## src/rtl/register_file_param.sv

```systemverilog
// Parametrised register file: one write port, two registered read ports (1-cycle latency), hardware clear sequencer.
// Optional same-edge write-to-read bypass when REGFILE_BYPASS_EN is defined; no backpressure, clear_busy flags dropped accesses.
module register_file_param #(
   parameter int DATA_W = 4,
   parameter int ADDR_W = 5,
   parameter int DEPTH  = 32
) (
   input  logic              clock,
   input  logic              reset_n,
   input  logic              reg_write,
   input  logic [ADDR_W-1:0] write_register,
   input  logic [DATA_W-1:0] write_data,
   input  logic [ADDR_W-1:0] read_register1,
   input  logic [ADDR_W-1:0] read_register2,
   output logic [DATA_W-1:0] read_data1,
   output logic [DATA_W-1:0] read_data2,
   input  logic              clear_start,
   output logic              clear_busy
);

   localparam int               IDX_W    = (DEPTH > 1) ? $clog2(DEPTH) : 1;
   localparam logic [ADDR_W:0]  LP_DEPTH = (ADDR_W + 1)'(DEPTH);
   localparam logic [IDX_W-1:0] LP_LAST  = IDX_W'(DEPTH - 1);

   typedef enum logic {
      S_IDLE  = 1'b0,
      S_CLEAR = 1'b1
   } state_t;

   state_t            r_state;
   state_t            w_state_nxt;
   logic [IDX_W-1:0]  r_idx;
   logic [DATA_W-1:0] r_mem [DEPTH];
   logic [DATA_W-1:0] r_rd1;
   logic [DATA_W-1:0] r_rd2;

   logic              w_idle;
   logic              w_clr_we;
   logic              w_wr_ok;
   logic              w_rd1_ok;
   logic              w_rd2_ok;
   logic [IDX_W-1:0]  w_wa;
   logic [IDX_W-1:0]  w_ra1;
   logic [IDX_W-1:0]  w_ra2;
   logic [DATA_W-1:0] w_rd1_nxt;
   logic [DATA_W-1:0] w_rd2_nxt;

   assign w_wr_ok  = ({1'b0, write_register} < LP_DEPTH);
   assign w_rd1_ok = ({1'b0, read_register1} < LP_DEPTH);
   assign w_rd2_ok = ({1'b0, read_register2} < LP_DEPTH);
   assign w_wa     = write_register[IDX_W-1:0];
   assign w_ra1    = read_register1[IDX_W-1:0];
   assign w_ra2    = read_register2[IDX_W-1:0];

   // State register; the clear index rests at 0 whenever the sequencer is idle.
   always_ff @(posedge clock or negedge reset_n) begin
      if (!reset_n) begin
         r_state <= S_CLEAR;
         r_idx   <= '0;
      end else begin
         r_state <= w_state_nxt;
         if (r_state == S_CLEAR) begin
            r_idx <= (r_idx == LP_LAST) ? '0 : r_idx + IDX_W'(1);
         end
      end
   end

   always_comb begin
      w_state_nxt = r_state;
      case (r_state)
         S_IDLE:  if (clear_start) w_state_nxt = S_CLEAR;
         S_CLEAR: if (r_idx == LP_LAST) w_state_nxt = S_IDLE;
         default: w_state_nxt = S_CLEAR;
      endcase
   end

   always_comb begin
      w_idle     = (r_state == S_IDLE);
      w_clr_we   = (r_state == S_CLEAR);
      clear_busy = (r_state == S_CLEAR);
   end

   // Storage has no reset; the clear sequencer zeroes it after every reset.
   always_ff @(posedge clock) begin
      if (w_clr_we) begin
         r_mem[r_idx] <= '0;
      end else if (w_idle && reg_write && w_wr_ok) begin
         r_mem[w_wa] <= write_data;
      end
   end

   always_comb begin
      w_rd1_nxt = '0;
      w_rd2_nxt = '0;
      if (w_idle) begin
         if (w_rd1_ok) w_rd1_nxt = r_mem[w_ra1];
         if (w_rd2_ok) w_rd2_nxt = r_mem[w_ra2];
`ifdef REGFILE_BYPASS_EN
         if (reg_write && w_wr_ok && (write_register == read_register1)) w_rd1_nxt = write_data;
         if (reg_write && w_wr_ok && (write_register == read_register2)) w_rd2_nxt = write_data;
`endif
      end
   end

   always_ff @(posedge clock or negedge reset_n) begin
      if (!reset_n) begin
         r_rd1 <= '0;
         r_rd2 <= '0;
      end else begin
         r_rd1 <= w_rd1_nxt;
         r_rd2 <= w_rd2_nxt;
      end
   end

   assign read_data1 = r_rd1;
   assign read_data2 = r_rd2;

endmodule

```

## config.mk

```make
export PLATFORM = sky130hd
export DESIGN_NAME = register_file_param
export DESIGN_NICKNAME = d
export VERILOG_FILES = /design/src/rtl/register_file_param.sv
export SDC_FILE = /design/constraint.sdc
export NUM_CORES = 1
export LEC_CHECK = 0
export BUFFER_PORTS_ARGS = -buffer_cell sky130_fd_sc_hd__buf_2
export CAP_MARGIN = 25
export CORE_MARGIN = 3
export CORE_UTILIZATION = 42
export CTS_CLUSTER_SIZE = 20
export DETAILED_ROUTE_END_ITERATION = 7
export PLACE_DENSITY = 0.62
export SETUP_SLACK_MARGIN = 0.5
export SLEW_MARGIN = 25
export SYNTH_ARGS = -nofsm -noshare
export SYNTH_HDL_FRONTEND = slang
export SYNTH_SLANG_ARGS = --single-unit
```

## constraint.sdc

```tcl
create_clock -name clock -period 2 [get_ports clock]
set_clock_uncertainty 0.1 [all_clocks]
set_input_delay 0.2 -clock clock [delete_from_list [all_inputs] [get_ports clock]]
set_output_delay 0.2 -clock clock [all_outputs]
set_load 0.02 [all_outputs]
```

## Yosys cells after proc, flatten, opt, wreduce, memory -nomap -nowiden

Memories as Yosys holds them, arrays and structs flattened.
Cells that the tools add are included.

| cells by class | value |
|---|---|
| add/subtract/negate cells | 1 |
| equal/unequal tests | 1 |
| multiplexer cells | 14 |
| bitwise gates (word level) | 1 |
| reductions and logical operators | 2 |

Operators by type and width:

| operator | count |
|---|---|
| 4-bit two-way mux | 3 |
| 5-bit two-way mux | 2 |
| 1-bit two-way mux | 8 |
| 5-bit by 1-bit adder with 5-bit output (second input constant) | 1 |
| 5-bit equality test (second input constant) | 1 |
| 4-bit OR reduction | 1 |
| 1-bit case mux with 2 select lines | 1 |
| 1-bit logical AND | 1 |
| 1-bit NOT | 1 |

| storage, ports and cells | value |
|---|---|
| bits in registers | 14 |
| RAM bits | 128 |
| input bits | 23 |
| logic and storage cells | 24 |
| memories kept | 1 |

Memory list:

| memory | depth | width | read ports | clocked after Yosys merged registers in | wr ports | RTL line | source |
|---|---|---|---|---|---|---|---|
| r_mem | 32 | 4 | 2 | 0 | 1 | 33 | `logic [DATA_W-1:0] r_mem [DEPTH];` |

## Depth between registers and ports, before layout

| logic depth | value |
|---|---|
| word-level depth | 7 |
| mapped depth | 7 |
| gate-level depth less buffers | 6 |

## Least setup slack after synthesis

Ideal clock, no wire load.

| timing | value |
|---|---|
| path type | register to register |
| start | register r_state (netlist: clear_busy) |
| end | memory r_mem[18][0], enable pin |
| arrival time | 1,514 ps |
| setup slack | 56 ps |
| stages on the path, launching flop included | 6 |
| buffers on the path | 1 |
| clock period less this slack | 1,944 ps |
| cell sequence | dfstp_2 -> nor2b_1 -> buf_2 -> mux2i_1 -> nand3_1 -> nor2_1 |

| on the way | value |
|---|---|
| cells in the longest elaborated chain, start to end | 7 |
| elaborated cells on any way between the ends | 10 |
| those cells by class | 7 x mux; 1 x bitwise; 2 x reduce/logical |

Ends and longest elaborated chain:

| element | RTL line | source |
|---|---|---|
| from (decl) | 30 | `state_t r_state;` |
| from (signal assigned) | 61 | `r_state <= w_state_nxt;` |
| 1-bit NOT | 78 | `w_idle = (r_state == S_IDLE);` |
| 1-bit logical AND | 87 | `end else if (w_idle && reg_write && w_wr_ok) begin` |
| 1-bit two-way mux | 87 |  |
| 1-bit two-way mux | 85 | `if (w_clr_we) begin` |
| 1-bit two-way mux (implied by the code) | 88 | `r_mem[w_wa] <= write_data;` |
| 4-bit OR reduction (no source line) | n/a |  |
| 5-bit two-way mux (no source line) / 1-bit two-way mux (equally long branches) | n/a |  |
| to (decl) | 33 |  |

Several ways; a longest one is shown, not always the timed one.

## Final worst setup path

| timing | value |
|---|---|
| start | register r_state (netlist: clear_busy) |
| end | memory r_mem[0][0], enable pin |

The elaborated chain is that of the path after synthesis.

==> results_dict.tcl <==
set metrics [dict create \
    ios 32 \
    ys.flop_type "edfxtp_1" \
    clock_tree.root_cell "clkbuf_16" \
    setup_viol_count_final 0 \
    postRouteAntennaNets 0 \
    critPathSlowestCell "dfstp_2" \
    synth_most_common_cell "edfxtp_1" \
    drive_gt1_frac 0.5326 \
    async_flop_share 0.09859 \
    htreeDepth 4 \
    routed.top_layer "met4" \
    crit_buf_inv 2 \
    hpwl_um 12230 \
    synth_edf_count 128 \
    synth_fa_ha_area_frac 0.003558 \
    drv_slew 0 \
    layout_setup_ws_ps 108.0 \
    synth_cells 385 \
    cts_tree "yes" \
    grt_start_max_net_pins 33 \
    grt_antenna_before_repair 0 \
    min-delay-path-class "in -> reg" \
    grt_pass1_wl_um 27430 \
    clk_latency_ps 430 \
    synth_largest_area_cell "edfxtp_1" \
    powerDensity_nw_per_um2 1113 \
    fin_crit_ps 1892 \
    fin_area_um2 8881 \
    die_w_um 135.4 \
    core_area_um2 16120 \
    cts.sinks 142 \
    yosys.area.top_type_share 0.5465 \
    cts-buffers-inserted 17 \
    grt_pass1_vias 4259 \
    synth_area_leaders "edfxtp_1, mux4_2, mux4_1" \
    cp.arrival_ps 1910 \
    final_util 0.5511 \
    path_clk_slew_ps 60 \
    critPathKind "reg -> reg" \
    m1WireLength_um 7764 \
    final-hold-violation-count 0 \
    critPathTopFamily "flip-flops" \
    rows 46 \
    drt-pass1-iter-count 5 \
    gp_congestion 0.8699 \
    relSlewSlack 0.7368 \
    die_h_um 135.4 \
    p_leak_nw 3.026 \
    tightest_slew_ps 394.8 \
    vias 4131 \
    dp.cells 632 \
    ys_ff_latch 142 \
    max_freq_mhz 528.5 \
    whs_ps 82.46 \
    cpPeakStageDelay_ps 580 \
    worstPathRequired_ps 2020 \
    outcome "complete, no violations" \
    routedWlPerCell_um 26.45 \
    area_delta_synth_final_pct 26.28 \
    place_ws_ps -182.1 \
    finalWirelength_um 18280 \
    syn_area_per_cell_um2 18.27 \
    syn_nets 410 \
    numPortBuffers 31 \
    endpoint_kind "register" \
    start_util 0.4364 \
    syn-cell-area_um2 7033 \
    ys_types 39 \
    diodes 0 \
    overflow 0 \
    cp_max_fo 6 \
    maxCapViolations 0 \
    drt_iter0_drc 461 \
    ir_drop_v 0.0006896 \
    met3WireLength_um 1108 \
    synthMuxAreaShare 0.2638 \
    synth_top_family_by_area "multiplexers" \
    synthXorXnorAreaFrac 0 \
    synth_compound_area_frac 0.03309 \
    dr_wl_met2_um 9134 \
    power.total_mw 9.888 \
    cts_max_path_buffers 2 \
    dieArea_um2 18330 \
    min_period_over_period 0.9460 \
    critPathLaunchType "register" \
    synth_top_cells_by_count "edfxtp_1, nor2_1, mux4_2" \
    layout.nets 487 \
    fillers 1245 \
    dpl_cell_area_um2 7801 \
    ys_warn_count 0 \
    rsz0062_at_grt "true" \
    yosysSeqAreaShare 0.5965 \
    fin_cells 691 \
    crit_chain "nor2b_4, buf_12, mux2i_4, buf_4, nand3_4, nor2_4" \
    drc_errors 0 \
    viasPerCell 5.978 \
    synth-simple-area-share 0.06227 \
    track_usage 0.2084 \
    tns_ps 0 \
]
layer usage:
layer / global-route usage / vias up
li1: - / 1779
met1: 0.2887 / 2205
met2: 0.3280 / 130
met3: 0.05089 / 17
met4: 0.06775 / 0
met5: 0 / -
registers in the layout, indices dropped and copies added (netlist names):
register / flops
read_data1: 4
clear_busy: 1
read_data2: 4
r_mem: 128
r_idx: 5
final timing paths:
path / from / to / slack [ps] / cells past startpoint
max: clear_busy / r_mem[0][0] / 110 / 6
min: read_register1[4] / read_data1[3] / 80 / 2
max reg2reg: clear_busy / r_mem[0][0] / 110 / 6
min reg2reg: r_idx[1] / r_idx[1] / 500 / 1
max in group asynchronous: reset_n / clear_busy / 1350 / 2
min in group asynchronous: reset_n / read_data2[2] / 130 / 2
kinds of logic after synthesis:
family / count (synthesis)
buf+inv: 26
flops: 142
mux: 94
fa+ha+maj: 2
simple gates: 88
compound gates: 33
where the power goes:
group | internal (mW) | total [mW] | switching, mW
clock | 1.89 | 3.08 | 1.19
combinational | 1.27 | 2.96 | 1.69
sequential | 3.63 | 3.84 | 0.220
total | 6.78 | 9.89 | 3.10
repair_timing:
action | CTS | global route
resized for setup | 60 | 18
cloned | 0 | 4
hold buffers | 3 | 0
hold endpoints to repair | 16 | 0
endpoints found under the setup margin | 269 | 269
pin swaps | 17 | 23
buffers inserted | 18 | 2
placed cells by master, fill, tap and decap left out, drive strengths merged, types with 8 or more instances in the layout:
master | synthesis | routed
edfxtp | 128 | 128
clkbuf | 3 | 21
nor2 | 38 | 38
mux2i | 25 | 25
mux4 | 64 | 64
dfrtp | 13 | 13
a21oi | 9 | 9
buf | 20 | 74
nand3 | 17 | 17
and2 | 4 | 8
final cells by class:
class / instances / area, um2 / share of cell area
clock buffers: 21 / 460.4 / 0.05185
clock inverters: 11 / 116.4 / 0.01310
inverters: 3 / 13.76 / 0.001550
multi-input cells: 221 / 3154 / 0.3552
flip-flops and latches: 142 / 4198 / 0.4727
well taps: 216 / 270.3 / 0.03043
repair buffers: 77 / 668.1 / 0.07523
(Power assumes the default switching activity.)
